[src/rtl/vram_arbiter_pkg.sv]
// Shared constants and types for the VRAM arbiter slice.
// Holds the 640x480 timing geometry, the 4x4-scaled frame-buffer size and
// address width, the RGB 3:3:2 pixel type and the arbiter FSM state encoding.
package vram_arbiter_pkg;

  localparam int unsigned H_ACTIVE   = 640;
  localparam int unsigned V_ACTIVE   = 480;
  localparam int unsigned SCALE_LOG2 = 2;
  localparam int unsigned CNT_W      = 10;
  localparam int unsigned FB_W       = H_ACTIVE >> SCALE_LOG2;
  localparam int unsigned FB_H       = V_ACTIVE >> SCALE_LOG2;
  localparam int unsigned FB_SIZE    = FB_W * FB_H;
  localparam int unsigned FB_ADDR_W  = 15;
  localparam int unsigned DATA_W     = 8;

  // One stored pixel, RGB 3:3:2.
  typedef struct packed {
    logic [2:0] r;
    logic [2:0] g;
    logic [1:0] b;
  } pixel_t;

  typedef enum logic [1:0] {
    ST_IDLE    = 2'd0,
    ST_FETCH   = 2'd1,
    ST_CAPTURE = 2'd2
  } state_e;

endpackage

[src/rtl/vram_arbiter_if.sv]
// Bus bundle between the arbiter and its neighbours.
// slave  : arbiter side (timing + writer request + RAM read data in; RAM control,
//          writer ready, colour and error flag out).
// master : timing generator / pixel writer / RAM side, the mirror image.
interface vram_arbiter_if;
  import vram_arbiter_pkg::*;

  logic                 pix_en;
  logic [CNT_W-1:0]     h;
  logic [CNT_W-1:0]     v;
  logic                 wr_valid;
  logic                 wr_ready;
  logic [FB_ADDR_W-1:0] wr_addr;
  pixel_t               wr_data;
  logic [FB_ADDR_W-1:0] mem_addr;
  logic                 mem_we;
  pixel_t               mem_wdata;
  pixel_t               mem_rdata;
  pixel_t               pix_data;
  logic                 wr_err;

  modport slave (
    input  pix_en, h, v, wr_valid, wr_addr, wr_data, mem_rdata,
    output wr_ready, mem_addr, mem_we, mem_wdata, pix_data, wr_err
  );

  modport master (
    output pix_en, h, v, wr_valid, wr_addr, wr_data, mem_rdata,
    input  wr_ready, mem_addr, mem_we, mem_wdata, pix_data, wr_err
  );

endinterface

[src/rtl/vram_addr_gen.sv]
// Maps the scan position (h,v) to a linear frame-buffer address and an active flag.
// Ports: h_i, v_i   scan counters
//        addr_o     (v>>2)*FB_W + (h>>2), FB_ADDR_W wide
//        active_o   h<640 && v<480
module vram_addr_gen
  import vram_arbiter_pkg::*;
(
  input  logic [CNT_W-1:0]     h_i,
  input  logic [CNT_W-1:0]     v_i,
  output logic [FB_ADDR_W-1:0] addr_o,
  output logic                 active_o
);

  localparam int unsigned CW = CNT_W - SCALE_LOG2;

  logic [CW-1:0] hx;
  logic [CW-1:0] vy;

  assign hx = h_i[CNT_W-1:SCALE_LOG2];
  assign vy = v_i[CNT_W-1:SCALE_LOG2];

  // FB_W = 160 = 128 + 32, so the row multiply is two shifted copies of vy.
  // Inside the active area the sum peaks at 19199, well within FB_ADDR_W bits.
  assign addr_o = FB_ADDR_W'({vy, 7'b0}) + FB_ADDR_W'({vy, 5'b0}) + FB_ADDR_W'(hx);

  assign active_o = (h_i < CNT_W'(H_ACTIVE)) && (v_i < CNT_W'(V_ACTIVE));

endmodule

[src/rtl/vram_arbiter.sv]
// Arbitrates one single-port synchronous frame-buffer RAM between VGA scan-out
// (absolute priority) and a pixel writer; each stored pixel covers 4x4 screen pixels.
// Ports: clk, clr (async active-high reset), bus (vram_arbiter_if.slave):
//   pix_en/h/v from the timing generator, wr_valid/wr_ready/wr_addr/wr_data writer
//   handshake, mem_addr/mem_we/mem_wdata/mem_rdata RAM port, pix_data colour out,
//   wr_err sticky out-of-range flag.
// Build option: VRAM_VBLANK_WR_EN restricts writer transfers to vertical blanking.
module vram_arbiter
  import vram_arbiter_pkg::*;
(
  input logic           clk,
  input logic           clr,
  vram_arbiter_if.slave bus
);

  logic [FB_ADDR_W-1:0] disp_addr;
  logic                 active;
  logic                 fetch_req;
  logic                 wr_window;
  logic                 wr_ready_c;
  logic                 xfer;
  logic                 in_range;

  state_e state_q, state_d;
  pixel_t pix_data_q, pix_data_d;
  logic   wr_err_q, wr_err_d;

  vram_addr_gen u_addr_gen (
    .h_i      (bus.h),
    .v_i      (bus.v),
    .addr_o   (disp_addr),
    .active_o (active)
  );

  // One fetch per group of four replicated pixels.
  assign fetch_req = bus.pix_en && active && (bus.h[SCALE_LOG2-1:0] == '0);

`ifdef VRAM_VBLANK_WR_EN
  assign wr_window = (bus.v >= CNT_W'(V_ACTIVE));
`else
  assign wr_window = 1'b1;
`endif

  // Writer owns the port whenever the display is not addressing it or awaiting data.
  assign wr_ready_c = !clr && !fetch_req && (state_q != ST_FETCH) && wr_window;
  assign xfer       = bus.wr_valid && wr_ready_c;
  assign in_range   = bus.wr_addr < FB_ADDR_W'(FB_SIZE);

  assign bus.wr_ready = wr_ready_c;
  assign bus.pix_data = pix_data_q;
  assign bus.wr_err   = wr_err_q;

  // Next state, colour capture and RAM port mux.
  always_comb begin
    state_d       = state_q;
    pix_data_d    = pix_data_q;
    wr_err_d      = wr_err_q;
    bus.mem_addr  = '0;
    bus.mem_we    = 1'b0;
    bus.mem_wdata = '0;

    unique case (state_q)
      ST_IDLE: begin
        if (fetch_req) state_d = ST_FETCH;
      end
      // RAM data is valid now; it is registered on the edge leaving FETCH so the
      // colour is visible during CAPTURE, two cycles after the request.
      ST_FETCH: begin
        pix_data_d = bus.mem_rdata;
        state_d    = ST_CAPTURE;
      end
      ST_CAPTURE: begin
        state_d = fetch_req ? ST_FETCH : ST_IDLE;
      end
      default: state_d = ST_IDLE;
    endcase

    // Blank output outside the active area.
    if (bus.pix_en && !active) pix_data_d = '0;

    if (fetch_req && !clr) begin
      bus.mem_addr = disp_addr;
    end else if (xfer) begin
      bus.mem_addr  = bus.wr_addr;
      bus.mem_wdata = bus.wr_data;
      bus.mem_we    = in_range;
      if (!in_range) wr_err_d = 1'b1;
    end
  end

  always_ff @(posedge clk or posedge clr) begin
    if (clr) begin
      state_q    <= ST_IDLE;
      pix_data_q <= '0;
      wr_err_q   <= 1'b0;
    end else begin
      state_q    <= state_d;
      pix_data_q <= pix_data_d;
      wr_err_q   <= wr_err_d;
    end
  end

endmodule
[src/flat_wrapper.sv]
// flat-port wrapper written by rule: the top's interface ports become plain ports
module vram_arbiter_flat import vram_arbiter_pkg::*;
  (clk, clr, bus_pix_en, bus_h, bus_v, bus_wr_valid, bus_wr_addr, bus_wr_data, bus_mem_rdata, bus_wr_ready, bus_mem_addr, bus_mem_we, bus_mem_wdata, bus_pix_data, bus_wr_err);
  vram_arbiter_if bus_i ();
  input logic clk;
  input logic clr;
  input wire logic [$bits(bus_i.pix_en)-1:0] bus_pix_en;
  input wire logic [$bits(bus_i.h)-1:0] bus_h;
  input wire logic [$bits(bus_i.v)-1:0] bus_v;
  input wire logic [$bits(bus_i.wr_valid)-1:0] bus_wr_valid;
  input wire logic [$bits(bus_i.wr_addr)-1:0] bus_wr_addr;
  input wire logic [$bits(bus_i.wr_data)-1:0] bus_wr_data;
  input wire logic [$bits(bus_i.mem_rdata)-1:0] bus_mem_rdata;
  output wire logic [$bits(bus_i.wr_ready)-1:0] bus_wr_ready;
  output wire logic [$bits(bus_i.mem_addr)-1:0] bus_mem_addr;
  output wire logic [$bits(bus_i.mem_we)-1:0] bus_mem_we;
  output wire logic [$bits(bus_i.mem_wdata)-1:0] bus_mem_wdata;
  output wire logic [$bits(bus_i.pix_data)-1:0] bus_pix_data;
  output wire logic [$bits(bus_i.wr_err)-1:0] bus_wr_err;
  assign bus_i.pix_en = bus_pix_en;
  assign bus_i.h = bus_h;
  assign bus_i.v = bus_v;
  assign bus_i.wr_valid = bus_wr_valid;
  assign bus_i.wr_addr = bus_wr_addr;
  assign bus_i.wr_data = bus_wr_data;
  assign bus_i.mem_rdata = bus_mem_rdata;
  assign bus_wr_ready = bus_i.wr_ready;
  assign bus_mem_addr = bus_i.mem_addr;
  assign bus_mem_we = bus_i.mem_we;
  assign bus_mem_wdata = bus_i.mem_wdata;
  assign bus_pix_data = bus_i.pix_data;
  assign bus_wr_err = bus_i.wr_err;
  vram_arbiter u_core (.clk(clk), .clr(clr), .bus(bus_i));
endmodule
[config.mk]
export PLATFORM = sky130hd
export DESIGN_NAME = vram_arbiter_flat
export DESIGN_NICKNAME = d
export VERILOG_FILES = /design/src/rtl/vram_arbiter_pkg.sv /design/src/rtl/vram_arbiter_if.sv /design/src/rtl/vram_addr_gen.sv /design/src/rtl/vram_arbiter.sv /design/src/flat_wrapper.sv
export SDC_FILE = /design/constraint.sdc
export NUM_CORES = 1
export LEC_CHECK = 0
export ABC_AREA = 1
export ABC_CLOCK_PERIOD_IN_PS = 3680
export CORE_MARGIN = 5
export CORE_UTILIZATION = 45
export DETAILED_ROUTE_END_ITERATION = 10
export DONT_BUFFER_PORTS = 1
export GPL_ROUTABILITY_DRIVEN = 0
export HOLD_SLACK_MARGIN = 0.06
export PLACE_DENSITY = 0.72
export SETUP_SLACK_MARGIN = 0.5
export SYNTH_ARGS = -nofsm -noshare
export SYNTH_HDL_FRONTEND = slang
export SYNTH_SLANG_ARGS = --single-unit
[constraint.sdc]
create_clock -name clk -period 3.68 [get_ports clk]
set_input_delay 0.736 -clock clk [delete_from_list [all_inputs] [get_ports clk]]
set_output_delay 0.736 -clock clk [all_outputs]
set_load 0.02 [all_outputs]
==> flow_summary_export.csv <==
group,metric,value,unit
outcome,outcome,"completed",
drt,viasPerCell,5.47,
placed_design,place_hpwl,2890,um
clock_network,clock_sinks,11,
die,std_cell_rows,20,
global_route,antenna_found_initial,0,
drt,drtIter0Drc,97,
critical_path,ff2ff_path_depth,5,
critical_path,crit_type,"input port to primary output",
synthesis,synthesis.nets,291,
job,drv_cap,0,
critical_path,critPathMaxFanout,3,
layout,drive_gt1_frac,0.0872,
global_route,use_met3,0.0462,
layout,fin_nets,291,
clock_network,cts_root_buffer,"clkbuf_4",
global_route,grt_max_degree,20,
synthesis,synthesis.area,1380,um^2
layout,area_delta_synth_final,5.26,%
critical_path,r2r_setup_slack,2.13,ns
layout,postLayoutCoreUtil,0.483,
critical_path,cp.depth,9,
drt,drc,0,
global_route,busiest_layer,"met2",
die,core-area,3000,um^2
die,io_pins,89,
sta,worst_pin_slew,0.674,ns
sta,fin_crit,3.10,ns
critical_path,cpMaxStageDelayCell,"fa_1",
sta,slew_headroom,0.549,
clock_network,cts_buffers,3,
global_route,grt_pass1_vias,1230,
synthesis,synth_cell_type_count,22,
critical_path,arrival,2.36,ns
global_route,met1_usage,0.197,
critical_path,cp_top_family,"adder cells",
drt,dr_total_vias,1372,
critical_path,cpPeakStageDelay,0.54,ns
synthesis,yosys_warnings,0,
drt,drt-wirelength-per-cell,14.0,um
critical_path,cp.required,2.94,ns
die,dieWidth,65.4,um
clock_network,clk_pin_slew,0.06,ns
sta,rsz0062_at_grt,"yes",
power,powerDensity,247,nW/um^2
critical_path,critPathCaptureType,"primary output",
global_route,grt_pass1_wl,5600,um
global_route,track_usage,0.160,
global_route,grt_overflow,0,
sta,fin_skew,0.000198,ns
sta,setup_tns,0,ns
die,die_area,4270,um^2
synthesis,ys_ff_latch,11,
clock_network,clockBufferDepth,2,
layout,diodes,0,
global_route,met2_usage,0.283,
clock_network,cts_hold_buf,0,
layout,fin_cells,251,
sta,setup_violations,0,
sta,fmax,323,MHz
synthesis,ys_seq_area_frac,0.200,
placed_design,portBuffers,0,
synthesis,synth_cells,219,
clock_network,worstSkewPairLatency,0.26,ns
placed_design,dp.cells,246,
critical_path,critical_path_buf_inv_count,2,
power,p_leak,0.858,nW
clock_network,tritoncts,"built",
critical_path,cp-start-kind,"input port",
drt,firstDrtPassIters,4,
sta,slew_violations,0,
drt,routed_wl,3520,um
sta,final.period_utilization,0.842,
die,initial_core_util,0.459,
critical_path,crit_chain,"inv_1 -> fa_1 -> inv_2 -> fa_2 -> nand3_2 -> nand3_2 -> xor2_1 -> nand2_1 -> nand2_1",
drt,ant_nets,0,
power,ir_drop,0.0997,mV
die,die_y,65.4,um
synthesis,synth_area_per_cell,6.30,um^2
sta,hold_violations,0,
worst_hold_path,min_path_type,"input port to async pin",
clock_network,htree_num_levels,1,
==> cell usage after synthesis, drive strengths merged <==
cell | count | area share
nand4 | 18 | 0.082
dfrtp | 11 | 0.20
nand3 | 27 | 0.11
xor2 | 3 | 0.019
nand2 | 72 | 0.20
ha | 15 | 0.14
nor2 | 21 | 0.066
buf | 4 | 0.021
fa | 2 | 0.029
nor3b | 1 | 0.0091
inv | 34 | 0.093
clkbuf | 3 | 0.0082
nand3b | 2 | 0.011
a21oi | 3 | 0.011
o21ai | 3 | 0.011
==> worst paths after layout <==
check,from,to
max,bus_h[9],bus_mem_addr[10]
min,clr,u_core.bus.pix_data[0]
max reg2reg,u_core.state_q[0],u_core.bus.pix_data[3]
min reg2reg,u_core.state_q[0],u_core.state_q[0]
max in group asynchronous,clr,u_core.bus.pix_data[2]
min in group clk,u_core.state_q[0],u_core.state_q[0]
==> where the power goes <==
part	switching, mW	leakage (nW)	internal [mW]
Sequential	0.00495	0.147	0.124
Combinational	0.0996	0.695	0.0508
Clock	0.0377	0.0150	0.0419
==> per-stage QoR <==
step | hold WS, ns | setup slack, ns | power, mW | cell area (um^2)
after floorplan | 0.403 | 0.541 | 0.255 | 1380
after global placement | 0.416 | 0.426 | 0.273 | 1390
after detailed placement | 0.425 | 0.406 | 0.274 | 1390
after CTS | 0.350 | 0.507 | 0.355 | 1420
after global routing | 0.373 | 0.458 | 0.387 | 1450
final | 0.345 | 0.580 | 0.359 | 1450
==> kinds of logic after synthesis <==
logic type / Yosys count / synth area share
AO/OA/AOI/OAI: 6 / 0.0218
XOR/XNOR: 3 / 0.0191
buffers and inverters: 41 / 0.122
flip-flops: 11 / 0.200
adder cells (fa/ha/maj): 17 / 0.165
AND/OR/NAND/NOR: 141 / 0.473
==> per-layer routing <==
| layer | share of wire | up-vias |
|---|---|---|
| met5 | 0 | - |
| met4 | 0.0065 | 0 |
| met3 | 0.081 | 2 |
| met2 | 0.50 | 58 |
| met1 | 0.41 | 606 |
| li1 | - | 706 |
==> cells in the final DEF (no fill, tap or decap) <==
master,synthesis,final
fa_1,2,1
nand3_2,0,3
nor2_2,2,2
nand3_1,26,23
nor2_1,18,18
nand3b_1,2,2
nand4_1,18,18
fa_2,0,1
nand3_4,1,1
inv_2,0,1
o21ai_0,2,2
nor2_4,1,1
a21oi_1,3,3
o21ai_1,1,1
nand2_1,71,68
clkbuf_4,0,3
nand2_4,0,1
nand2_2,1,3
ha_1,15,15
inv_1,34,33
dfrtp_1,11,11
clkbuf_1,3,1
nor3b_2,1,1
xor2_1,3,3
buf_4,1,2
==> sequential cells by signal (all words and copies together) (netlist names) <==
name / cells
u_core.bus.pix_data: 8
u_core.state_q: 2
u_core.bus.wr_err: 1
==> cell type report <==
type	instances	area, um^2
fillers	319	1550
multi-input cells	167	966
flip-flops and latches	11	275
inverters	34	128
well taps	33	41.3
clock buffers	4	26.3
repair buffers	2	15.0
==> what timing repair did <==
action / CTS / global route
endpoints found under the setup margin: 2 / 3
resized for setup: 2 / 7
buffers inserted: 0 / 1
pin swaps: 1 / 4
Note: power is estimated with default switching activity, not from simulation.
